<file path="config.mk">
export PLATFORM = sky130hd
export DESIGN_NAME = memory_value_reader
export DESIGN_NICKNAME = d
export VERILOG_FILES = /design/src/rtl/memory_value_reader.sv
export SDC_FILE = /design/constraint.sdc
export NUM_CORES = 1
export LEC_CHECK = 0
export BUFFER_PORTS_ARGS = -buffer_cell sky130_fd_sc_hd__clkbuf_2
export CORE_ASPECT_RATIO = 0.8
export CORE_UTILIZATION = 51
export CTS_BUF_LIST = sky130_fd_sc_hd__clkbuf_4 sky130_fd_sc_hd__clkbuf_8 sky130_fd_sc_hd__clkbuf_16
export CTS_CLUSTER_SIZE = 24
export DETAILED_ROUTE_END_ITERATION = 7
export HOLD_SLACK_MARGIN = 0.03
export PLACE_DENSITY = 0.77
export RECOVER_POWER = 25
export SETUP_SLACK_MARGIN = 0.4
export SYNTH_ARGS = -nofsm -noshare
export SYNTH_HDL_FRONTEND = slang
export SYNTH_SLANG_ARGS = --single-unit
</file>
<file path="constraint.sdc">
create_clock -name clk -period 1.88 [get_ports clk]
set_input_delay 0.188 -clock clk [delete_from_list [all_inputs] [get_ports clk]]
set_output_delay 0.188 -clock clk [all_outputs]
set_load 0.02 [all_outputs]
</file>
<file path="src/rtl/memory_value_reader.sv">
// Reads one entry of a register array through a one-hot select and streams it
// out MSB chunk first; misses and out-of-range indices return a single error beat.
module memory_value_reader #(
  parameter int NUM_ENTRIES = 8,
  parameter int LENGTH      = 64,
  parameter int CHUNK       = 8,
  localparam int IDX_W      = (NUM_ENTRIES > 1) ? $clog2(NUM_ENTRIES) : 1
) (
  input  logic                   clk,
  input  logic                   rst,
  input  logic                   req_valid,
  output logic                   req_ready,
  input  logic [IDX_W-1:0]       req_index,
  input  logic [NUM_ENTRIES-1:0] entry_valid,
  output logic [NUM_ENTRIES-1:0] select_op,
  input  logic [LENGTH-1:0]      rd_data,
  output logic                   out_valid,
  input  logic                   out_ready,
  output logic [CHUNK-1:0]       out_data,
  output logic                   out_last,
  output logic                   out_err,
  output logic                   busy
);

  localparam int BEATS = LENGTH / CHUNK;
  localparam int CNT_W = (BEATS > 1) ? $clog2(BEATS) : 1;

  localparam logic [2:0] S_IDLE   = 3'd0;
  localparam logic [2:0] S_SEL    = 3'd1;
  localparam logic [2:0] S_CAP    = 3'd2;
  localparam logic [2:0] S_STREAM = 3'd3;
  localparam logic [2:0] S_ERR    = 3'd4;

  logic [2:0]       state_r;
  logic [LENGTH-1:0] shift_r;
  logic [CNT_W-1:0] cnt_r;
  logic [IDX_W-1:0] idx_r;
  logic             hit_s;
  logic             last_s;

  // An index with no matching entry (out of range) yields zero, i.e. a miss.
  function automatic logic entry_hit(input logic [IDX_W-1:0] idx,
                                     input logic [NUM_ENTRIES-1:0] flags);
    logic hit;
    hit = 1'b0;
    for (int i = 0; i < NUM_ENTRIES; i++) begin
      hit = hit | ((idx == IDX_W'(i)) & flags[i]);
    end
    return hit;
  endfunction

  assign hit_s  = entry_hit(req_index, entry_valid);
  assign last_s = (cnt_r == CNT_W'(0));

  // State, captured data, beat counter and latched index.
  always_ff @(posedge clk) begin
    if (rst) begin
      state_r <= S_IDLE;
      shift_r <= '0;
      cnt_r   <= '0;
      idx_r   <= '0;
    end else begin
      case (state_r)
        S_IDLE: begin
          if (req_valid) begin
            idx_r   <= req_index;
            state_r <= hit_s ? S_SEL : S_ERR;
          end
        end
        S_SEL: begin
          state_r <= S_CAP;
        end
        S_CAP: begin
          shift_r <= rd_data;
          cnt_r   <= CNT_W'(BEATS - 1);
          state_r <= S_STREAM;
        end
        S_STREAM: begin
          if (out_ready) begin
            shift_r <= shift_r << CHUNK;
            if (last_s) begin
              state_r <= S_IDLE;
            end else begin
              cnt_r <= cnt_r - CNT_W'(1);
            end
          end
        end
        S_ERR: begin
          if (out_ready) begin
            state_r <= S_IDLE;
          end
        end
        default: begin
          state_r <= S_IDLE;
        end
      endcase
    end
  end

  // Output decode: every output is a function of the state and held registers only.
  always_comb begin
    req_ready = 1'b0;
    select_op = '0;
    out_valid = 1'b0;
    out_data  = '0;
    out_last  = 1'b0;
    out_err   = 1'b0;
    busy      = 1'b1;
    case (state_r)
      S_IDLE: begin
        req_ready = 1'b1;
        busy      = 1'b0;
      end
      S_SEL, S_CAP: begin
        select_op = {{(NUM_ENTRIES-1){1'b0}}, 1'b1} << idx_r;
      end
      S_STREAM: begin
        out_valid = 1'b1;
        out_data  = shift_r[LENGTH-1 -: CHUNK];
        out_last  = last_s;
      end
      S_ERR: begin
        out_valid = 1'b1;
        out_err   = 1'b1;
        out_last  = 1'b1;
      end
      default: begin
        busy = 1'b1;
      end
    endcase
  end

endmodule
</file>
==> flow_metrics.env, run 1 <==
export IMPL_yosysSeqAreaShare_pct=44.01
export IMPL_hp_class="input port to flip-flop"
export IMPL_yosys_warnings=0
export IMPL_cts_buffers=9
export IMPL_startpoint="state_r[0]"
export IMPL_clock_sink_count=73
export IMPL_ys_types=33
export IMPL_rows=25
export IMPL_worst_ep_arrival_time_ps=2100
export IMPL_final_layout_size_suffix_gt1_share_pct=39.34
export IMPL_hold_violations=0
export IMPL_area_growth_pct=49.59
export IMPL_min_period_over_period_pct=98.51
export IMPL_r2r_end="shift_r[44]"
export IMPL_layout_setup_ws_ps=28.06
export IMPL_nets=620
export IMPL_final_cell_mix="nand2_1, clkbuf_2, nor2_1, dfxtp_1, a311oi_1"
export IMPL_pwr_share_clk_pct=30.8
export IMPL_grt_pass1_vias=2991
export IMPL_drc=0
export IMPL_worst_ir_drop_vdd_v=0.0004957
export IMPL_drt_wirelength_per_cell_um=19.24
export IMPL_fp_dieH_um=74.18
export IMPL_ctsHoldBuffers=0
export IMPL_cp_slowest_stage_delay_ps=380
export IMPL_first_pass_iters=6
export IMPL_syn_area_mm2=0.003321
export IMPL_switchingPower_mw=1.359
export IMPL_grt_usage_pct=25.39
export IMPL_first_iter_violations=344
export IMPL_path_clk_slew_ps=80
export IMPL_finalSetupTns_ps=0
export IMPL_place_area_mm2=0.003857
export IMPL_p_int_mw=3.049
export IMPL_via_per_inst=6.194
export IMPL_reg2reg_slack_ps=30
export IMPL_crit_path_end="shift_r[44]"
export IMPL_wirelength_mm=12.03
export IMPL_cp_depth=7
export IMPL_ctsRootBufferMaster="clkbuf_8"
export IMPL_power_leakage_nw=2.068
export IMPL_cp_num_buf_inv=4
export IMPL_clk_latency_ps=350
export IMPL_grt_max_degree=74
export IMPL_crit_type="flip-flop to flip-flop"
export IMPL_coreArea_mm2=0.006100
export IMPL_rr_worst_depth=7
export IMPL_pwr_share_comb_pct=26.8
export IMPL_max_cap_violations=0
export IMPL_antenna_cells=0
export IMPL_cts_tree="built"
export IMPL_die_area_mm2=0.006840
export IMPL_whs_ps=73.82
export IMPL_htreeDepth=3
export IMPL_syn_inst=426
export IMPL_antenna_found_initial=0
export IMPL_critPathTopFamily="buffers and inverters"
export IMPL_cp_cell_sequence="buf_4, buf_6, nand3b_1, buf_8, clkbuf_2, nand2_1, a311oi_1"
export IMPL_cts_buffer_depth=2
export IMPL_syn_nets=507
export IMPL_dp_hpwl_mm=5.401
export IMPL_tightestPinTransition_ps=552.5
export IMPL_slowest_stage="dfxtp_4"
export IMPL_ant_nets=0
export IMPL_cp_start_kind="flip-flop"
export IMPL_grt_pass1_wl_mm=13.59
export IMPL_fin_crit_ps=1852
export IMPL_start_util_pct=54.44
export IMPL_mostFrequentLayoutCell="nand2_1"
export IMPL_slew_viol_final=0
export IMPL_ioPinCount=100
export IMPL_rsz0062_at_grt="yes"
export IMPL_p_total_mw=4.407
export IMPL_vias=3871
export IMPL_r2r_start="state_r[0]"
export IMPL_design_area_mm2=0.004967
export IMPL_avgSynthCellArea_um2=7.795
export IMPL_power_density_mw_per_mm2=887.3
export IMPL_fmax_mhz=540.0
export IMPL_setup_viol=0
export IMPL_synth_seq_cells=73
export IMPL_critPathMaxFanout=8
export IMPL_clock_skew_ps=8.252
export IMPL_grt_overflow_total=0
export IMPL_required_ps=2130
export IMPL_die_w_um=92.22
export IMPL_pre_cts_ws_ps=214.0
export IMPL_relSlewSlack_pct=63.14
export IMPL_gp_congestion=0.7995
export IMPL_outcome="completed"
export IMPL_port_buffers=99
export IMPL_worstSetupEndpointType="flip-flop"
export IMPL_switching_share_pct=30.83
export IMPL_pwr_share_seq_pct=42.4
## final cells by class
class | instances | area, um2
multi-input combinational | 309 | 1908
sequential | 73 | 1473
timing repair buffer | 140 | 1247
fill | 362 | 1132
clock buffer | 10 | 131.4
tap | 81 | 101.3
clock inverter | 6 | 82.58
inverter | 6 | 23.77
## how the worst min path moves through the flow
| stage | to | start | slack (ps) | cells after the start |
|---|---|---|---|---|
| after detailed placement | shift_r[31] | rd_data[31] | 440 | 3 |
| after floorplan | idx_r[2] | req_index[2] | 340 | 2 |
| after CTS | shift_r[12] | rd_data[12] | 80 | 3 |
| after global routing | shift_r[30] | rd_data[30] | 80 | 3 |
| after global placement | shift_r[48] | rd_data[48] | 440 | 3 |
| final | shift_r[12] | rd_data[12] | 70 | 3 |
## sequential cells by signal (all words and copies together) (netlist names)
name     flops
state_r      3
idx_r        3
shift_r     64
cnt_r        3
## cells by family after synthesis
logic type	share of synthesized area [%]
adder cells (fa/ha/maj)	0.7535
XOR/XNOR	0.2638
buffers and inverters	6.367
AND/OR/NAND/NOR	27.43
multiplexers	1.922
AO/OA/AOI/OAI	19.25
flip-flops	44.01
## stage by stage
step                      instances  utilization [%]
after CTS                       602            70.22
after detailed placement        576            63.24
after global routing            625            81.44
after floorplan                 426                -
after global placement          576            63.24
final                           625            81.44
## cells in the mapped netlist
cell | instances | area share, %
nor4_1 | 1 | 0.19
nor2_1 | 75 | 8.5
mux2_2 | 1 | 0.34
and4_1 | 1 | 0.26
clkbuf_1 | 15 | 1.7
a21oi_1 | 7 | 1.1
o22a_1 | 1 | 0.26
nor2b_1 | 1 | 0.19
buf_6 | 1 | 0.34
nand2b_1 | 3 | 0.57
dfxtp_1 | 73 | 44
a311oi_1 | 56 | 15
buf_1 | 1 | 0.11
and3b_1 | 2 | 0.53
buf_4 | 3 | 0.68
or3_1 | 2 | 0.38
a22oi_1 | 8 | 1.8
nand3_1 | 3 | 0.45
o211ai_1 | 1 | 0.23
nor3_1 | 3 | 0.45
clkinv_1 | 1 | 0.11
nand2_1 | 122 | 14
mux4_1 | 2 | 1.6
xnor2_1 | 1 | 0.26
ha_1 | 2 | 0.75
a31oi_1 | 1 | 0.19
nand3b_1 | 2 | 0.45
a211oi_1 | 2 | 0.45
inv_1 | 5 | 0.57
a2111o_1 | 1 | 0.34
and2_1 | 9 | 1.7
o21ai_0 | 1 | 0.15
buf_2 | 19 | 2.9
## power groups by stage
| stage | Combinational (mW) | Clock (mW) | Sequential (mW) |
|---|---|---|---|
| detailed placement | 0.752 | 0 | 1.88 |
| finish | 1.18 | 1.36 | 1.87 |
| global placement | 0.730 | 0 | 1.87 |
| global route | 1.25 | 1.41 | 1.88 |
| floorplan | 0.567 | 0 | 1.83 |
| CTS | 0.826 | 1.34 | 1.85 |
## layer usage
layer | GRT usage [%] | wire (um) | part of all wire [%] | vias to the layer above
li1 | - | - | - | 1712
met1 | 32.76 | 4714 | 39 | 1825
met2 | 42.79 | 5695 | 47 | 285
met3 | 6.646 | 1216 | 10 | 49
met4 | 6.944 | 399 | 3.3 | 0
met5 | 0 | 0 | 0 | -
## what timing repair did
item / 4_1_cts / 5_1_grt
endpoints found under the hold margin: 0 / 0
gates cloned: 1 / 14
setup endpoints to repair: 71 / 80
setup buffers: 9 / 9
pin swaps: 7 / 57
resized for setup: 36 / 89
## worst register-to-register path, stage by stage (launching register included)
cell and delay [ps]:
dfxtp_4 380, buf_4 150, buf_6 120, nand3b_1 160
buf_8 210, clkbuf_2 320, nand2_1 110, a311oi_1 300
Power figures use the tool's default switching activity.
==> run 2: changes to the inputs <==
Settings changed: PLACE_DENSITY 0.77 to default, PLACE_DENSITY_LB_ADDON from default to 0.05.
==> flow_metrics.env, run 2 <==
export IMPL_outcome="did not finish"
export IMPL_stop_stage="global routing (5_1_grt)"
export IMPL_error_line="[ERROR DPL-0033] detailed placement checks failed during check placement."
export IMPL_yosysSeqAreaShare_pct=44.01
export IMPL_dp_hpwl_mm=5.711
export IMPL_synth_top_flop_cell="dfxtp_1"
export IMPL_cts_buffers=9
export IMPL_ctsRootBufferMaster="clkbuf_8"
export IMPL_antenna_found_initial=0
export IMPL_die_w_um=92.22
export IMPL_synthTopCellsByArea="dfxtp_1, a311oi_1, nand2_1, nor2_1, buf_2"
export IMPL_rows=25
export IMPL_clock_sink_count=73
export IMPL_synth_seq_cells=73
export IMPL_cts_buffer_depth=2
export IMPL_synth_top_area_cell="dfxtp_1"
export IMPL_avgSynthCellArea_um2=7.795
export IMPL_syn_inst=426
export IMPL_synth_edf_count=0
export IMPL_place_area_mm2=0.003852
export IMPL_synth_commonest_cells="nand2_1, nor2_1, dfxtp_1"
export IMPL_yosysMostFrequentCell="nand2_1"
export IMPL_start_util_pct=54.44
export IMPL_ioPinCount=100
export IMPL_gp_congestion=0.8181
export IMPL_worst_endpoint_pin_kind="primary output"
export IMPL_synth_top_area_share_pct=44.01
export IMPL_htreeDepth=3
export IMPL_placed_cells=577
export IMPL_yosys_warnings=0
export IMPL_grt_worst_endpoint="out_last"
export IMPL_grt_max_degree=41
export IMPL_syn_nets=507
export IMPL_port_buffers=99
export IMPL_async_reset_ff_share_pct=0
export IMPL_ys_types=33
export IMPL_fp_dieH_um=74.18
export IMPL_syn_area_mm2=0.003321
-- run 2: cell counts after synthesis --
No cell type changed its count.
-- run 2: kinds of logic after synthesis --
family	after synthesis	synth area share [%]
xor+xnor	1	0.2638
mux	3	1.922
buf+inv	45	6.367
simple gates	224	27.43
fa+ha+maj	2	0.7535
compound gates	78	19.25
flops	73	44.01
-- run 2: what timing repair did --
item | 4_1_cts
buffers inserted | 28
hold buffers | 0
setup endpoints to repair | 76
endpoints found under the hold margin | 0
gates resized for setup | 84
pin swaps | 41
gates cloned | 11
-- run 2: metrics by stage --
step	setup WS [ps]	hold WS, ps
2_1_floorplan	422.2	335.5
3_3_place_gp	234.0	436.3
3_5_place_dp	138.7	443.5
4_1_cts	199.1	70.38
==> run 3: changes to the inputs <==
Settings changed: CORE_ASPECT_RATIO 0.8 to default, CORE_UTILIZATION 51 to 40, CTS_BUF_LIST sky130_fd_sc_hd__clkbuf_4 sky130_fd_sc_hd__clkbuf_8 sky130_fd_sc_hd__clkbuf_16 to default, CTS_CLUSTER_SIZE 24 to default, HOLD_SLACK_MARGIN 0.03 to default, PLACE_DENSITY_LB_ADDON 0.05 to 0.15, SETUP_SLACK_MARGIN 0.4 to default.
==> flow_metrics.env, run 3 (synthesized netlist as in run 1, its figures left out) <==
export IMPL_whs_endpoint="shift_r[15]"
export IMPL_required_ps=1690
export IMPL_largest_register="shift_r"
export IMPL_finalSetupTns_ps=0
export IMPL_hp_start="rd_data[15]"
export IMPL_final_layout_size_suffix_gt1_share_pct=25.59
export IMPL_worstSetupEndpointType="output port"
export IMPL_min_period_over_period_pct=93.03
export IMPL_fmax_mhz=571.7
export IMPL_cp_cell_sequence="xnor2_1, or3_1, nor2_1, clkbuf_2"
export IMPL_nets=588
export IMPL_placed_cells=598
export IMPL_vias=3143
export IMPL_p_int_mw=2.946
export IMPL_cp_slowest_stage_delay_ps=380
export IMPL_grt_usage_pct=19.01
export IMPL_outcome="completed"
export IMPL_fin_crit_ps=1749
export IMPL_coreArea_mm2=0.007888
export IMPL_cp_start_kind="flip-flop"
export IMPL_reg2reg_slack_ps=240
export IMPL_mostFrequentLayoutCell="nand2_1"
export IMPL_die_w_um=93.12
export IMPL_power_leakage_nw=1.714
export IMPL_drc=0
export IMPL_final_cell_mix="nand2_1, clkbuf_2, nor2_1, dfxtp_1, a311oi_1"
export IMPL_ant_nets=0
export IMPL_critPathMaxFanout=10
export IMPL_min_path_cells=3
export IMPL_antenna_found_initial=0
export IMPL_pwr_share_comb_pct=18.5
export IMPL_first_iter_violations=116
export IMPL_drt_wirelength_per_cell_um=12.97
export IMPL_postCtsResizedCells=1
export IMPL_ioPinCount=100
export IMPL_hold_violations=0
export IMPL_slew_viol_final=0
export IMPL_cts_buffer_depth=2
export IMPL_start_util_pct=42.10
export IMPL_cts_tree="built"
export IMPL_crit_type="flip-flop to output port"
export IMPL_max_cap_violations=0
export IMPL_rows=32
export IMPL_clock_skew_ps=5.969
export IMPL_clock_sink_count=73
export IMPL_clk_latency_ps=340
export IMPL_grt_pass1_vias=2956
export IMPL_ctsRootBufferMaster="clkbuf_8"
export IMPL_fp_dieH_um=93.12
export IMPL_finalNonFillerCells=614
export IMPL_wirelength_mm=7.966
export IMPL_cts_buffers=9
export IMPL_grt_pass1_wl_mm=13.24
export IMPL_design_area_mm2=0.004136
export IMPL_pwr_share_clk_pct=36.2
export IMPL_dp_hpwl_mm=5.518
export IMPL_switchingPower_mw=1.121
export IMPL_rr_worst_depth=5
export IMPL_first_pass_iters=4
export IMPL_place_area_mm2=0.003885
export IMPL_htreeDepth=3
export IMPL_hp_class="input port to flip-flop"
export IMPL_path_clk_slew_ps=80
export IMPL_largest_register_ffs=64
export IMPL_tightestPinTransition_ps=554.9
export IMPL_grt_max_degree=74
export IMPL_via_per_inst=5.119
export IMPL_power_density_mw_per_mm2=983.4
export IMPL_setup_viol=0
export IMPL_worst_ep_arrival_time_ps=1560
export IMPL_ctsHoldBuffers=0
export IMPL_post_cts_buffers=0
export IMPL_slowest_stage="dfxtp_4"
export IMPL_gp_congestion=0.7342
export IMPL_switching_share_pct=27.57
export IMPL_pwr_share_seq_pct=45.2
export IMPL_area_growth_pct=24.57
export IMPL_r2r_end="shift_r[36]"
export IMPL_port_buffers=99
export IMPL_die_area_mm2=0.008670
export IMPL_relSlewSlack_pct=62.98
export IMPL_r2r_start="state_r[0]"
export IMPL_rsz0062_at_grt="no"
export IMPL_worst_ir_drop_vdd_v=0.0004955
export IMPL_grt_overflow_total=0
export IMPL_antenna_cells=0
run 3: worst max path at each step:
stage          startpoint      endpoint  slack, ps  cells after the start
4_1_cts        state_r[0]   out_data[7]        0.3                      4
5_1_grt        state_r[0]  select_op[0]         10                      4
3_3_place_gp   state_r[1]   shift_r[23]        330                      4
6_report       state_r[1]  select_op[3]        130                      4
3_5_place_dp   state_r[1]   shift_r[26]        290                      4
2_1_floorplan  state_r[1]  select_op[0]        310                      4
run 3: power groups by stage:
stage	registers [mW]	logic (mW)	clock network, mW
2_1_floorplan	1.83	0.563	0
4_1_cts	1.84	0.761	1.51
5_1_grt	1.86	0.858	1.57
3_3_place_gp	1.87	0.744	0
3_5_place_dp	1.87	0.760	0
6_report	1.84	0.754	1.47
run 3: per-layer routing:
| layer | share of wire [%] | global-route usage [%] |
|---|---|---|
| met2 | 45 | 32.35 |
| met5 | 0 | 0 |
| met1 | 49 | 23.70 |
| met4 | 0.79 | 4.231 |
| met3 | 4.6 | 5.528 |
run 3: final cells by class:
type	count	area, um2
fillers	788	3751
well taps	102	127.6
inverters	6	22.52
clock buffers	9	123.9
flip-flops and latches	73	1468
multi-input cells	308	1653
repair buffers	109	623.1
clock inverters	7	118.9
run 3: stage by stage:
stage          hold slack, ps  setup slack (ps)  utilization [%]  total power, mW
2_1_floorplan           335.5             312.0                -            2.395
3_3_place_gp            440.8             329.3            49.25            2.610
3_5_place_dp            445.4             290.7            49.25            2.631
4_1_cts                 66.36            0.3332            52.35            4.105
5_1_grt                 69.70             12.16            52.44            4.292
6_report                80.41             131.0            52.44            4.068
run 3: worst max-delay path: cells and delay by family (launching register included):
family	cells	cell delay [ps]
XOR/XNOR	1	140
buffers and inverters	1	190
flip-flops	1	380
AND/OR/NAND/NOR	2	510
==> run 4: changes to the inputs <==
Settings changed: CORE_MARGIN from default to 2, RECOVER_POWER 25 to 100.
==> flow_metrics.env, run 4 (synthesized netlist as in run 1, its figures left out) <==
export IMPL_cts_buffer_depth=2
export IMPL_slew_viol_final=0
export IMPL_grt_pass1_wl_mm=12.74
export IMPL_ioPinCount=100
export IMPL_via_per_inst=5.081
export IMPL_grt_pass1_vias=2717
export IMPL_mostFrequentLayoutCell="nand2_1"
export IMPL_drc=0
export IMPL_fin_util_pct=50.01
export IMPL_coreArea_mm2=0.008134
export IMPL_htreeDepth=3
export IMPL_die_w_um=95.12
export IMPL_die_area_mm2=0.009047
export IMPL_cp_slowest_stage_delay_ps=380
export IMPL_hold_violations=0
export IMPL_required_ps=1690
export IMPL_antenna_cells=0
export IMPL_cp_start_kind="flip-flop"
export IMPL_whs_endpoint="shift_r[21]"
export IMPL_cts_buffers=9
export IMPL_vias=3130
export IMPL_outcome="completed"
export IMPL_critPathTopFamily="simple AND/OR/NAND/NOR gates"
export IMPL_grt_max_degree=49
export IMPL_cts_tree="built"
export IMPL_dp_hpwl_mm=5.644
export IMPL_cp_cell_sequence="xnor2_1, or3_1, nor3_1, clkbuf_2"
export IMPL_startpoint="state_r[1]"
export IMPL_nets=587
export IMPL_clock_skew_ps=7.387
export IMPL_ctsRootBufferMaster="clkbuf_8"
export IMPL_largest_register_ffs=64
export IMPL_min_path_cells=3
export IMPL_fp_dieH_um=95.12
export IMPL_slowest_stage="or3_1"
export IMPL_clock_sink_count=73
export IMPL_tightestPinTransition_ps=546.3
export IMPL_worst_ep_arrival_time_ps=1590
export IMPL_finalNonFillerCells=616
export IMPL_cp_num_buf_inv=1
export IMPL_largest_register="shift_r"
export IMPL_crit_type="flip-flop to output port"
export IMPL_grt_overflow_total=0
export IMPL_first_pass_iters=4
export IMPL_relSlewSlack_pct=63.56
export IMPL_power_leakage_nw=1.669
export IMPL_placed_cells=600
export IMPL_path_clk_slew_ps=70
export IMPL_gp_congestion=0.7464
export IMPL_drt_wirelength_per_cell_um=13.07
export IMPL_hp_start="rd_data[21]"
export IMPL_wirelength_mm=8.049
export IMPL_critPathMaxFanout=10
export IMPL_setup_viol=0
export IMPL_ctsHoldBuffers=0
export IMPL_rsz0062_at_grt="no"
export IMPL_port_buffers=99
export IMPL_antenna_found_initial=0
export IMPL_worstSetupEndpointType="output port"
export IMPL_clk_latency_ps=340
export IMPL_final_layout_size_suffix_gt1_share_pct=24.27
export IMPL_fin_crit_ps=1774
export IMPL_post_cts_buffers=0
export IMPL_area_growth_pct=22.49
export IMPL_postCtsResizedCells=2
export IMPL_r2r_start="state_r[2]"
export IMPL_hp_class="input port to flip-flop"
export IMPL_power_density_mw_per_mm2=926.5
export IMPL_final_cell_mix="nand2_1, clkbuf_2, nor2_1, dfxtp_1, a311oi_1"
export IMPL_rr_worst_depth=4
export IMPL_r2r_end="cnt_r[1]"
export IMPL_fmax_mhz=563.8
export IMPL_min_period_over_period_pct=94.35
export IMPL_start_util_pct=40.82
export IMPL_ant_nets=0
export IMPL_worst_ir_drop_vdd_v=0.0003766
export IMPL_reg2reg_slack_ps=240
export IMPL_finalSetupTns_ps=0
export IMPL_first_iter_violations=128
export IMPL_max_cap_violations=0
export IMPL_rows=33
export IMPL_grt_usage_pct=17.92
run 4: cell count changes in the layout (fill, tap and decap cells not counted), sizes merged:
cell / before / now
bufinv: 3 / 1
clkinv: 3 / 6
clkinvlp: 2 / 0
buf: 11 / 9
clkbuf: 107 / 109
run 4: power by group:
| group | internal (mW) | switching, mW | total (mW) |
|---|---|---|---|
| sequential | 1.73 | 0.111 | 1.84 |
| clock | 0.607 | 0.573 | 1.18 |
| combinational | 0.324 | 0.423 | 0.747 |
run 4: how the worst max path moves through the flow:
stage | end | slack, ps | cells past startpoint
final | select_op[0] | 110 | 4
after detailed placement | shift_r[25] | 150 | 4
after global placement | shift_r[14] | 280 | 4
after global routing | out_last | 3 | 4
after floorplan | select_op[0] | 310 | 4
after CTS | select_op[0] | 3 | 4
run 4: layer usage:
layer | global-route usage, % | share of wire, % | up-vias
li1 | - | - | 1632
met1 | 24.63 | 49 | 1401
met2 | 27.88 | 45 | 89
met3 | 4.506 | 5.1 | 8
met4 | 5.072 | 0.98 | 0
met5 | 0 | 0 | -
run 4: worst reg2reg max path, stage by stage (launching register included):
cell and delay, ps:
dfxtp_1 390, and3b_2 550, buf_12 280, a21oi_1 100
a211oi_1 220
run 4: layout make-up:
cell class | count | area, um2
Timing Repair Buffer | 108 | 605.6
Sequential cell | 73 | 1464
Tap cell | 105 | 131.4
Clock inverter | 6 | 58.81
Multi-Input combinational cell | 308 | 1658
Clock buffer | 10 | 127.6
Fill cell | 819 | 4066
Inverter | 6 | 22.52
run 4: through the flow:
stage	worst slack [ps]	power [mW]	area (um2)	hold WS, ps
after global placement	279.7	2.611	3881	439.6
after global routing	3.312	3.993	4068	80.82
after detailed placement	154.9	2.630	3881	446.6
final	106.2	3.769	4068	88.98
after floorplan	312.0	2.395	3321	335.5
after CTS	3.080	3.818	4071	67.71
